<file path="src/rtl/clockbox_pkg.sv">
// Shared types and constants for the clockbox front-panel controller.
package clockbox_pkg;

  typedef enum logic [2:0] {
    OFF         = 3'd0,
    TIME        = 3'd1,
    CHRONO_IDLE = 3'd2,
    CHRONO_RUN  = 3'd3,
    CHRONO_STOP = 3'd4
  } state_t;

  localparam logic DISP_TIME   = 1'b0;
  localparam logic DISP_CHRONO = 1'b1;

  function automatic logic is_chrono(input state_t s);
    return (s == CHRONO_IDLE) || (s == CHRONO_RUN) || (s == CHRONO_STOP);
  endfunction

endpackage

</file>
<file path="src/rtl/clockbox_mode_ctrl_btn_debounce.sv">
// One front-panel button: 2-flop synchroniser, debounce counter, registered
// rising-edge press pulse. Presses are suppressed until the button is seen released.
module btn_debounce
  import clockbox_pkg::*;
#(
  parameter int DEB_CYCLES = 100
) (
  input  logic clock,
  input  logic reset,
  input  logic i_btn,
  output logic o_level,
  output logic o_press
);

  localparam int CW = $clog2(DEB_CYCLES + 1);

  logic          r_sync1;
  logic          r_sync2;
  logic          r_level;
  logic          r_prev;
  logic          r_press;
  logic          r_armed;
  logic [CW-1:0] r_cnt;
  logic [CW-1:0] r_arm_cnt;

  always_ff @(posedge clock or negedge reset) begin
    if (!reset) begin
      r_sync1   <= 1'b0;
      r_sync2   <= 1'b0;
      r_level   <= 1'b0;
      r_prev    <= 1'b0;
      r_press   <= 1'b0;
      r_armed   <= 1'b0;
      r_cnt     <= '0;
      r_arm_cnt <= '0;
    end else begin
      r_sync1 <= i_btn;
      r_sync2 <= r_sync1;

      if (r_sync2 != r_level) begin
        if (r_cnt == CW'(DEB_CYCLES - 1)) begin
          r_level <= r_sync2;
          r_cnt   <= '0;
        end else begin
          r_cnt <= r_cnt + CW'(1);
        end
      end else begin
        r_cnt <= '0;
      end

      // A button held through reset must be seen low for a full debounce
      // window before its next rising edge counts as a press.
      if (!r_armed) begin
        if (r_sync2) begin
          r_arm_cnt <= '0;
        end else if (r_arm_cnt == CW'(DEB_CYCLES - 1)) begin
          r_armed <= 1'b1;
        end else begin
          r_arm_cnt <= r_arm_cnt + CW'(1);
        end
      end

      r_prev  <= r_level;
      r_press <= r_armed & r_level & ~r_prev;
    end
  end

  assign o_level = r_level;
  assign o_press = r_press;

endmodule

</file>
<file path="src/rtl/clockbox_mode_ctrl.sv">
// Clockbox front-panel controller: debounced buttons, mode-hold timer and the
// top-level mode FSM driving display and chronometer control lines.
module clockbox_mode_ctrl
  import clockbox_pkg::*;
#(
  parameter int DEB_CYCLES  = 100,
  parameter int HOLD_CYCLES = 20000
) (
  input  logic       clock,
  input  logic       reset,
  input  logic       mode_btn,
  input  logic       power_btn,
  input  logic       start_btn,
  input  logic       stop_btn,
  output logic       disp_on,
  output logic       disp_sel,
  output logic       chrono_en,
  output logic       chrono_clr,
  output logic [2:0] state_dbg
);

  localparam int HW = $clog2(HOLD_CYCLES + 1);

  logic w_mode_lvl,  w_mode_press;
  logic w_power_lvl, w_power_press;
  logic w_start_lvl, w_start_press;
  logic w_stop_lvl,  w_stop_press;
  logic w_unused_lvl;

  btn_debounce #(.DEB_CYCLES(DEB_CYCLES)) u_mode (
    .clock(clock), .reset(reset), .i_btn(mode_btn),
    .o_level(w_mode_lvl), .o_press(w_mode_press)
  );

  btn_debounce #(.DEB_CYCLES(DEB_CYCLES)) u_power (
    .clock(clock), .reset(reset), .i_btn(power_btn),
    .o_level(w_power_lvl), .o_press(w_power_press)
  );

  btn_debounce #(.DEB_CYCLES(DEB_CYCLES)) u_start (
    .clock(clock), .reset(reset), .i_btn(start_btn),
    .o_level(w_start_lvl), .o_press(w_start_press)
  );

  btn_debounce #(.DEB_CYCLES(DEB_CYCLES)) u_stop (
    .clock(clock), .reset(reset), .i_btn(stop_btn),
    .o_level(w_stop_lvl), .o_press(w_stop_press)
  );

  assign w_unused_lvl = w_power_lvl ^ w_start_lvl ^ w_stop_lvl;

  // Mode-hold timer: counts from the press, saturates, fires once per press.
  logic          r_hold_active;
  logic          r_hold_fired;
  logic [HW-1:0] r_hold_cnt;
  logic          w_mode_hold;
  logic          w_mode_rel;
  logic          w_short_rel;

  assign w_mode_hold = r_hold_active & ~r_hold_fired & (r_hold_cnt == HW'(HOLD_CYCLES));
  assign w_mode_rel  = r_hold_active & ~w_mode_lvl;
  assign w_short_rel = w_mode_rel & (r_hold_cnt < HW'(HOLD_CYCLES));

  always_ff @(posedge clock or negedge reset) begin
    if (!reset) begin
      r_hold_active <= 1'b0;
      r_hold_fired  <= 1'b0;
      r_hold_cnt    <= '0;
    end else if (w_mode_press) begin
      r_hold_active <= 1'b1;
      r_hold_fired  <= 1'b0;
      r_hold_cnt    <= HW'(1);
    end else if (w_mode_rel) begin
      r_hold_active <= 1'b0;
      r_hold_fired  <= 1'b0;
      r_hold_cnt    <= '0;
    end else if (r_hold_active) begin
      if (r_hold_cnt != HW'(HOLD_CYCLES)) begin
        r_hold_cnt <= r_hold_cnt + HW'(1);
      end
      if (w_mode_hold) begin
        r_hold_fired <= 1'b1;
      end
    end
  end

  state_t r_state;
  state_t w_next;
  logic   w_clr_next;
  logic   r_disp_on;
  logic   r_disp_sel;
  logic   r_chrono_en;
  logic   r_chrono_clr;

  // Priority: power > mode_hold > stop > start; short mode release only matters in STOP.
  always_comb begin
    w_next     = r_state;
    w_clr_next = 1'b0;
    if (w_power_press) begin
      if (r_state == OFF) begin
        w_next = TIME;
      end else begin
        w_next     = OFF;
        w_clr_next = 1'b1;
      end
    end else if (r_state != OFF) begin
      if (w_mode_hold) begin
        w_next = (r_state == TIME) ? CHRONO_IDLE : TIME;
      end else begin
        case (r_state)
          CHRONO_IDLE: begin
            if (w_start_press && !w_stop_press) w_next = CHRONO_RUN;
          end
          CHRONO_RUN: begin
            if (w_stop_press) w_next = CHRONO_STOP;
          end
          CHRONO_STOP: begin
            if (w_short_rel) begin
              w_next     = CHRONO_IDLE;
              w_clr_next = 1'b1;
            end else if (w_start_press && !w_stop_press) begin
              w_next = CHRONO_RUN;
            end
          end
          default: begin
            w_next = r_state;
          end
        endcase
      end
    end
  end

  always_ff @(posedge clock or negedge reset) begin
    if (!reset) begin
      r_state      <= TIME;
      r_disp_on    <= 1'b1;
      r_disp_sel   <= DISP_TIME;
      r_chrono_en  <= 1'b0;
      r_chrono_clr <= 1'b0;
    end else begin
      r_state      <= w_next;
      r_disp_on    <= (w_next != OFF);
      r_disp_sel   <= is_chrono(w_next) ? DISP_CHRONO : DISP_TIME;
      r_chrono_en  <= (w_next == CHRONO_RUN);
      r_chrono_clr <= w_clr_next;
    end
  end

  assign disp_on    = r_disp_on;
  assign disp_sel   = r_disp_sel;
  assign chrono_en  = r_chrono_en;
  assign chrono_clr = r_chrono_clr;
  assign state_dbg  = r_state;

endmodule

</file>
<file path="config.mk">
export PLATFORM = sky130hd
export DESIGN_NAME = clockbox_mode_ctrl
export DESIGN_NICKNAME = d
export VERILOG_FILES = /design/src/rtl/clockbox_pkg.sv /design/src/rtl/clockbox_mode_ctrl_btn_debounce.sv /design/src/rtl/clockbox_mode_ctrl.sv
export SDC_FILE = /design/constraint.sdc
export NUM_CORES = 1
export LEC_CHECK = 0
export ABC_AREA = 1
export CAP_MARGIN = 0
export CELL_PAD_IN_SITES_DETAIL_PLACEMENT = 0
export CELL_PAD_IN_SITES_GLOBAL_PLACEMENT = 1
export CORE_ASPECT_RATIO = 2
export CORE_MARGIN = 2
export CORE_UTILIZATION = 40
export DETAILED_ROUTE_END_ITERATION = 12
export GPL_TIMING_DRIVEN = 0
export PLACE_DENSITY = 0.74
export SLEW_MARGIN = 10
export SYNTH_ARGS = -nofsm -noshare
export SYNTH_HDL_FRONTEND = slang
export SYNTH_SLANG_ARGS = --single-unit
</file>
<file path="constraint.sdc">
create_clock -name clock -period 1.7 [get_ports clock]
set_input_delay 0.255 -clock clock [delete_from_list [all_inputs] [get_ports clock]]
set_output_delay 0.255 -clock clock [all_outputs]
set_load 0.01 [all_outputs]
</file>
== After elaboration in Yosys (flattened, before gate mapping) ==
Cells that the tools add are included.
Storage, ports and cells
  register bits after elaboration: 104
  bits in latches: 0
  RAM bits: 0
  bits in read-only memories: 0
  bits of input ports: 6
  output and inout bits: 7
  logic and storage cells: 172
  memories: 0
Cells by class
  add/sub/neg operators: 9
  multiply operators: 0
  div/mod/pow operators: 0
  order comparisons: 1
  eq/ne operators: 25
  shift operators: 0
  multiplexer cells: 54
  bitwise gates (word level): 22
  reduce and logical (&&, ||, !) cells: 21
Operators with widths (count)
  two-way mux 7 bit: 16
  two-way mux 15 bit: 4
  adder 7 x 1 -> 7 bit, second input constant: 8
  equality test 7 bit, second input constant: 8
  two-way mux 1 bit: 26
  AND reduction 2 bit: 10
  two-way mux 3 bit: 6
  adder 15 x 1 -> 15 bit, second input constant: 1
  equality test 15 bit, second input constant: 1
  < comparator 15 bit, second input constant: 1
  inequality test 15 bit, second input constant: 1
  nonzero test 3 bit: 5
  bitwise AND 1 bit: 12
  equality test 3 x 2 -> 1 bit, second input constant: 4
  NOT 1 bit: 10
  one-hot mux 3 bit (3 select lines): 1
  inequality test 2 x 1 -> 1 bit, second input constant: 4
  equality test 3 bit, second input constant: 2
  inequality test 1 bit: 4
  equality test 3 x 1 -> 1 bit, second input constant: 1
  logical NOT 3 bit: 1
  logical OR 1 bit: 2
  two-way mux 2 bit: 1
  nonzero test 2 bit: 1
  other kinds (2): 2

== Longest topological paths before layout ==
Gate-level depths: netlist (run 1).
  word-level depth: 12
  depth in mapped cells: 14
  depth with buffers taken out: 13

== Cells and area by module ==
A second synthesis (run 1) with hierarchy kept.
Second synthesis, totals
  cell total of the unflattened synthesis: 668
  area, all modules: 5407.7 µm²
By module, submodules not included
  btn_debounce: times used 4, cells each 115, area an instance 967.2 µm², sequential area each 500.5 µm²
  clockbox_mode_ctrl: times used 1, cells each 208, area an instance 1539.0 µm², sequential area each 603.1 µm²

== Worst setup path before layout (run 1) ==
Ideal clock, no wire load.
  path type: register -> register
  start: reg u_stop.r_arm_cnt[0]
  end: reg u_stop.r_arm_cnt[6]
  library setup time: 0.121 ns
  arrival time: 1.460 ns
  data required time: 1.579 ns
  setup slack: 0.119 ns
  cell stages (with the launch flop): 10
  path buffers: 1
  clock period less this slack: 1.581 ns
  path through: dfrtp_1 > ha_1 > inv_1 > nor3_1 > a21o_1 > buf_2 > nor3_2 > nand3_1 > o21ai_1 > a21oi_1
On the way
  word-level cells in the longest chain between the ends: 3
  elaborated cells between the ends (all ways): 6
  classes of those cells: add/sub (1); eq/ne (2); mux (2); reduce/logical (1)
Ends and longest elaborated chain
  start, declared: RTL line clockbox_mode_ctrl_btn_debounce.sv:24  | logic [CW-1:0] r_arm_cnt;
  start signal, assigned: RTL line clockbox_mode_ctrl_btn_debounce.sv:59  | r_arm_cnt <= r_arm_cnt + CW'(1);
  adder 7 x 1 -> 7 bit or equality test 7 bit (tied branches): RTL line clockbox_mode_ctrl_btn_debounce.sv:59, clockbox_mode_ctrl_btn_debounce.sv:56
  two-way mux 7 bit or inequality test 2 x 1 -> 1 bit (tied branches)
  two-way mux 7 bit or AND reduction 2 bit (tied branches)
Parallel ways exist; a longest one is shown, timed or not. The select of a mux whose other input is x is not followed.
A chain may end at the register's enable or synchronous reset.

== Final worst setup path (run 1) ==
  start: reg r_hold_cnt[0]
  end: reg r_hold_cnt[7]
On the way
  word-level cells in the longest chain between the ends: 5
  elaborated cells between the ends (all ways): 8
  classes of those cells: add/sub (1); eq/ne (1); mux (4); reduce/logical (2)
Ends and longest elaborated chain
  start, declared: RTL line clockbox_mode_ctrl.sv:55  | logic [HW-1:0] r_hold_cnt;
  start signal, assigned: RTL line clockbox_mode_ctrl.sv:79  | r_hold_cnt <= r_hold_cnt + HW'(1);
  adder 15 x 1 -> 15 bit: RTL line clockbox_mode_ctrl.sv:79
  two-way mux 15 bit: RTL line clockbox_mode_ctrl.sv:78  | if (r_hold_cnt != HW'(HOLD_CYCLES)) begin
  two-way mux 15 bit: RTL line clockbox_mode_ctrl.sv:77  | end else if (r_hold_active) begin
  two-way mux 15 bit: RTL line clockbox_mode_ctrl.sv:73  | end else if (w_mode_rel) begin
  two-way mux 15 bit: RTL line clockbox_mode_ctrl.sv:69  | end else if (w_mode_press) begin
Parallel ways exist; a longest one is shown, timed or not. The select of a mux whose other input is x is not followed.

==> results of run 1 <==
[what timing repair did]
action / CTS / global route
buffers inserted: 3 / 12
hold buffers: 1 / 0
pin swaps: 5 / 15
gates resized for setup: 12 / 41
setup endpoints to repair: 13 / 23
endpoints found under the hold margin: 37 / 0
[through the flow]
stage / setup TNS (ps) / cells / hold WS, ps / power, mW
3_5_place_dp: -747.6 / 728 / 190.7 / 2.831
5_1_grt: -761.7 / 759 / 322.6 / 5.227
2_1_floorplan: 0 / 568 / -40.59 / 2.724
6_report: -8.725 / 759 / 336.6 / 4.983
4_1_cts: -20.23 / 747 / 320.1 / 5.068
3_3_place_gp: -371050 / 727 / 331.6 / 2.812
[report_power, final]
group | internal, mW | leakage, nW | switching (mW) | total [mW]
combinational | 0.0838 | 1.03 | 0.136 | 0.220
sequential | 2.53 | 1.40 | 0.0419 | 2.57
clock | 1.19 | 0.157 | 1.01 | 2.19
total | 3.80 | 2.59 | 1.18 | 4.98
[worst max path at each step]
stage                          endpoint  slack, ps  cells past startpoint
global route              r_hold_cnt[7]       -120                     13
CTS                            disp_sel        -20                     10
global placement       u_power.r_cnt[2]      -3600                      1
floorplan           u_stop.r_arm_cnt[6]        120                      9
finish                    r_hold_cnt[7]         -9                     13
detailed placement             disp_sel       -130                     11
[synthesized netlist by cell type]
library cell	count
nor2_1	69
buf_2	2
nor4_1	2
ha_1	10
inv_2	4
nor2_4	2
nand2_1	83
inv_6	1
nor2_2	3
nor3_2	3
a41oi_1	1
buf_6	2
o21bai_2	1
o31ai_1	1
and3_1	1
nor3b_1	6
nand4_1	9
nand3_1	36
nor3_1	34
inv_1	89
dfstp_2	2
a21oi_1	34
dfrtp_1	102
xnor2_1	9
clkinv_1	1
a21oi_2	2
o22ai_1	2
o21ai_2	1
xor2_1	4
a21o_1	1
nand2_2	9
nand3_2	2
o41ai_1	1
o21a_1	5
a21boi_4	1
o21ai_0	31
o21ai_1	2
[cell type report]
class	count	area (µm²)
fill	1164	6202
sequential	104	2608
multi-input combinational	365	2076
inverter	95	361.6
timing repair buffer	29	270.3
clock buffer	9	225.2
tap	147	183.9
clock inverter	7	95.09
buffer	3	31.28
[layer usage]
layer  wire [µm]  GRT usage
met5           0          0
met4         185    0.06288
met3         118    0.02697
met2        5346     0.2801
met1        3915     0.1846
[state kept, by name (all words and copies together), names as in the netlist, 3 cells and up]
signal	cells
state_dbg	3
u_start.r_arm_cnt	7
u_stop.r_cnt	7
u_stop.r_arm_cnt	7
u_power.r_arm_cnt	7
u_mode.r_arm_cnt	7
u_power.r_cnt	7
u_mode.r_cnt	7
u_start.r_cnt	7
r_hold_cnt	15
[cells by family (layout without fill, tap and decap cells)]
| family | count (synthesis) | count (layout) | share of synthesized area |
|---|---|---|---|
| xor gates and xnor gates | 13 | 13 | 0.02323 |
| DFF | 104 | 104 | 0.5315 |
| AOI/OAI and AO/OA | 83 | 83 | 0.09676 |
| buffers and inverters | 99 | 143 | 0.08042 |
| adders and majority gates | 10 | 10 | 0.02553 |
| and+or+nand+nor | 259 | 259 | 0.2425 |
==> run_results.csv, run 1 <==
group,metric,value,unit
cts,ctsHtreeMaxLevel,3,
worst_setup_path,cp-start-kind,"register",
grt,antenna_found_initial,0,
die,die_area,0.01321,mm²
die,start_util,0.4066,
place,dp_hpwl,6928,µm
grt,grt_overflow,0,
grt,grt_pass1_wl,16530,µm
sta,tightest_slew,377.2,ps
place,place_area,0.005234,mm²
sta,setup_violations,1,
drt,first_pass_iters,4,
worst_setup_path,path_cells,"inv_2, ha_4, nand4_1, nor2_2, nand2_1, nand2_2, nand2_2, buf_8, inv_6, nor2_4, inv_2, nor3_2, o21a_1",
power,vdd_drop_max,0.5753,mV
synth,ys_types,37,
cts,cts.sinks,104,
drt,ant_nets,0,
sta,rsz0062_at_grt,"yes",
worst_setup_path,worstPathRequired,1940,ps
place,post-place-ws,-128.7,ps
die,pin_count,13,
finish,antenna-diode-count,0,
worst_setup_path,r2r_setup_slack,-9,ps
finish,synthToLayoutAreaGrowth,19.38,%
finish,layout.nets,623,
drt,vias,3742,
synth,netlist_instances,568,
finish,final_cell_mix,"100 x dfrtp_1, 83 x inv_1, 76 x nand2_1, 59 x nor2_1, 33 x a21oi_1",
sta,layout_worst_path_cycle_share,1.005,
worst_setup_path,critical_path_class,"reg2reg",
drt,routed_wl,9566,µm
synth,synth.area.top_cells,"dfrtp_1 52%, inv_1 6.8%, nand2_1 6.4%",
cts,cts.path.max_buffers,2,
hold_path,min_from,"mode_btn",
worst_setup_path,crit_family,"simple AND/OR/NAND/NOR gates",
sta,max_freq,0.5852,GHz
hold_path,hold_class,"in2reg",
drt,via_per_inst,4.930,
synth,avgSynthCellArea,8.628,µm²
run,maxCapViolCount,0,
synth,synth_top_area_share,0.5208,
hold_path,hold_depth,1,
finish,final_common_cell,"dfrtp_1",
worst_setup_path,worstPathArrival,1940,ps
synth,syn_nets,584,
sta,period_minus_slack,1709,ps
synth,synth_area_leader_cell,"dfrtp_1",
grt,grt_util_all_layers,0.1589,
drt,drt-initial-drc-count,104,
worst_setup_path,reg2regPathDepth,13,
finish,finalInstanceArea,0.005851,mm²
synth,yosysWarnings,0,
worst_setup_path,crit-reg2reg-launch,"r_hold_cnt[0]",
synth,ys_seq_area_frac,0.5315,
grt,grt_start_max_net_pins,67,
sta,finalClockSkew,11.02,ps
worst_setup_path,slowest_stage,"dfrtp_1",
outcome,violations,"setup timing",
outcome,outcome,"finished with violations",
die,die_w,82.27,µm
worst_setup_path,worst_setup_path_end_kind,"register",
place,io_buffers,12,
cts,cts-root-buf,"clkbuf_16",
worst_setup_path,crit_buf_inv,4,
cts,clk_latency,350,ps
synth,synth_seq_cells,104,
worst_setup_path,worstPathMaxFanout,8,
place,gp_congestion,0.7395,
drt,wl_per_cell,12.60,µm
sta,hold_viol,0,
cts,cts_inserted_buffers,9,
sta,setup_ws,-8.725,ps
grt,grt_pass1_vias,3758,
finish,post-route-util,0.4854,
cts,cts_tree,"done",
power,p_per_area,851.8,mW/mm²
power,leakage,2.595,nW
cts,path_clk_slew,80,ps
synth,netlist_area,0.004901,mm²
die,die_y,160.5,µm
worst_setup_path,r2r_end,"r_hold_cnt[7]",
sta,slew_violations,0,
sta,max_slew_margin,0.7485,
finish,drive_gt1_frac,0.1765,
die,rows,57,
hold_path,whs_endpoint,"u_mode.r_sync1",
drt,remaining_drc_errors,0,
die,core-area,0.01205,mm²
worst_setup_path,slowest_delay,390,ps
worst_setup_path,cp-startpoint,"r_hold_cnt[0]",
Power figures use the tool's default switching activity.
==> run 2: changes to the inputs <==
Settings changed: PLACE_DENSITY 0.74 to 0.75, SYNTH_HIERARCHICAL set to 1.
==> run 2 against run 1 <==
Flip-flop and latch count unchanged; sequential share of layout area fell by 3.0 points; clock skew increased by 1.3 ps; the flow still finishes with violations (setup timing).
==> run_results.csv, run 2 <==
group,metric,value,unit
sta,slew_violations,0,
drt,wl_per_cell,13.06,µm
cts,ctsHtreeMaxLevel,3,
die,rows,60,
synth,ys_seq_area_frac,0.4817,
synth,yosys.area_share.simple,0.2804,
sta,rsz0062_at_grt,"yes",
finish,synthToLayoutAreaGrowth,16.01,%
synth,yosysWarnings,6,
hold_path,hold_class,"in2async",
power,power_switching,1.119,mW
die,die_w,86.22,µm
die,die_y,168.4,µm
finish,layout.nets,720,
worst_setup_path,path_cells,"inv_2, ha_4, nand4_1, nor3_2, and2_4, o21ai_4, nand4_1, o21ai_1, nand2_1, nor2_1",
power,pwr-share-comb,0.045,
grt,grt_pass1_wl,19100,µm
synth,async_flop_share,1.000,
synth,synth_most_common_cell,"nand2_1",
worst_setup_path,crit_buf_inv,1,
worst_setup_path,cp-start-kind,"register",
drt,routed_wl,11280,µm
synth,synth-xor-area-share,0.02753,
worst_setup_path,r2r_setup_slack,-120,ps
drt,via_per_inst,4.981,
synth,synth_adder_area_share,0.02314,
synth,synth.area.top_cells,"dfrtp_1 47%, nand2_1 10%, inv_1 6.3%",
cts,cts.sinks,104,
place,gp_congestion,0.8223,
finish,top_register,"r_hold_cnt",
worst_setup_path,worstPathArrival,2100,ps
grt,grt_overflow,0,
sta,setup_ws,-118.1,ps
worst_setup_path,worstPathRequired,1980,ps
sta,tightest_slew,451.6,ps
power,p_int,3.800,mW
finish,drive_gt1_frac,0.1382,
sta,setup_violations,11,
worst_setup_path,cp_common_cell,"nand4_1",
cts,cts_inserted_buffers,9,
worst_setup_path,r2r_end,"r_hold_cnt[9]",
grt,antenna_found_initial,0,
cts,cts_tree,"done",
synth,synth_compound_area_frac,0.1011,
run,maxCapViolCount,0,
grt,grt_util_all_layers,0.1635,
worst_setup_path,crit-reg2reg-launch,"r_hold_cnt[0]",
finish,final_cells,864,
sta,max_slew_margin,0.6989,
power,power,4.919,mW
finish,final_cell_mix,"144 x nand2_1, 101 x dfrtp_1, 89 x inv_1, 86 x nor2_1, 54 x nand3_1",
cts,path_clk_slew,70,ps
worst_setup_path,slowest_stage,"dfrtp_1",
die,core-area,0.01336,mm²
synth,netlist_instances,668,
worst_setup_path,reg2regPathDepth,10,
finish,finalInstanceArea,0.006274,mm²
worst_setup_path,critical_path_class,"reg2reg",
die,pin_count,13,
die,die_area,0.01452,mm²
sta,max_freq,0.5500,GHz
cts,cts-root-buf,"clkbuf_16",
outcome,violations,"setup timing",
place,dp.cells,836,
synth,synth_common_cells,"149 x nand2_1, 102 x dfrtp_1, 91 x inv_1",
place,place_area,0.005751,mm²
worst_setup_path,worst_setup_path_end_kind,"register",
synth,synth_top_family_by_area,"simple AND/OR/NAND/NOR gates",
drt,remaining_drc_errors,0,
synth,netlist_area,0.005408,mm²
place,io_buffers,12,
drt,vias,4304,
power,p_per_area,784.0,mW/mm²
finish,antenna-diode-count,0,
synth,synth_top_area_share,0.4720,
synth,synth_edf_count,0,
cts,cts.path.max_buffers,2,
sta,period_minus_slack,1818,ps
worst_setup_path,endpoint,"r_hold_cnt[9]",
power,p_clk_frac,0.430,
power,leakage,2.854,nW
die,start_util,0.4047,
sta,whs,297.3,ps
synth,syn_nets,684,
worst_setup_path,worstPathMaxFanout,5,
worst_setup_path,crit_family,"simple AND/OR/NAND/NOR gates",
worst_setup_path,slowest_delay,380,ps
synth,synth_seq_cells,104,
synth,synth_area_leader_cell,"dfrtp_1",
synth,avgSynthCellArea,8.095,µm²
power,pwr-share-seq,0.526,
place,dp_hpwl,8217,µm
finish,largest_register_ffs,15,
synth,ys_types,35,
worst_setup_path,cp_num_cells,10,
synth,synth_mux_area_frac,0,
drt,ant_nets,0,
sta,hold_viol,0,
sta,finalClockSkew,12.35,ps
finish,final_common_cell,"nand2_1",
cts,clk_latency,350,ps
drt,first_pass_iters,4,
grt,grt_start_max_net_pins,90,
grt,grt_pass1_vias,4278,
synth,synthFlopType,"dfrtp_1",
worst_setup_path,cp-startpoint,"r_hold_cnt[0]",
outcome,outcome,"finished with violations",
power,vdd_drop_max,0.5651,mV
sta,layout_worst_path_cycle_share,1.069,
drt,drt-initial-drc-count,181,
power,swShare,0.2274,
## run 2: changes by cell type after synthesis, sizes merged, moves of 9 or more
cell | before | now
o21bai | 1 | 12
nor2 | 74 | 91
nand3 | 38 | 56
a21oi | 36 | 11
xor2 | 4 | 13
nand2 | 92 | 155
nor3 | 37 | 17
nand4 | 9 | 20
o21ai | 34 | 52
## run 2: worst min-delay path by stage
stage | from | to | slack, ps | cells past startpoint
3_3_place_gp | u_start/r_sync1 | u_start/r_sync2 | 330 | 0
2_1_floorplan | reset | chrono_clr | -40 | 0
6_report | reset | r_hold_cnt[8] | 300 | 2
4_1_cts | reset | r_hold_cnt[8] | 290 | 2
5_1_grt | reset | u_mode/r_cnt[0] | 320 | 2
3_5_place_dp | reset | r_hold_cnt[7] | 100 | 1
## run 2: timing repair
action	4_1_cts	5_1_grt
endpoints found under the hold margin	15	0
gates cloned	1	0
resized for setup	25	15
pin swaps	7	15
buffers inserted	5	6
setup endpoints to repair	21	21
hold buffers	1	0
## run 2: kinds of logic (layout without fill, tap and decap cells)
logic type               count (synthesis)  after routing
buffers and inverters                  106            147
AND/OR/NAND/NOR                        345            345
XOR/XNOR                                17             17
adder cells (fa/ha/maj)                 10             10
flip-flops                             104            104
AO/OA/AOI/OAI                           86             86
## run 2: worst reg2reg max path, stage by stage, from the launching register on
cell and delay [ps]:
dfrtp_1 380, inv_2 60, ha_4 160, nand4_1 100, nor3_2 60, and2_4 150, o21ai_4 290, nand4_1 230
o21ai_1 170, nand2_1 60, nor2_1 80
## run 2: final cells by class
cell class	instances	area [µm²]
fill	1319	7089
timing repair buffer	25	247.7
multi-input combinational	458	2451
buffer	10	106.4
inverter	96	362.8
clock inverter	6	66.31
clock buffer	10	239.0
tap	155	193.9
sequential	104	2606
## run 2: power groups by stage
stage               sequential, mW  clock [mW]  combinational [mW]
finish                        2.58        2.11               0.220
global route                  2.60        2.28               0.258
CTS                           2.58        2.19               0.228
detailed placement            2.63           0               0.225
global placement              2.63           0               0.212
floorplan                     2.62           0               0.129
## run 2: per-layer routing
| metal | share of wire | GRT usage | wire, µm |
|---|---|---|---|
| met5 | 0 | 0 | 0 |
| met4 | 0.025 | 0.06861 | 286 |
| met3 | 0.020 | 0.02598 | 222 |
| met2 | 0.57 | 0.3161 | 6469 |
| met1 | 0.38 | 0.1673 | 4303 |
## run 2: stage by stage
stage	TNS [ps]	util	worst slack, ps
after CTS	-598.7	0.4621	-128.1
after detailed placement	-2123	0.4303	-213.7
final	-593.0	0.4695	-118.1
after global placement	-372810	0.4282	-3599
after global routing	-2450	0.4695	-268.9
after floorplan	0	-	106.2
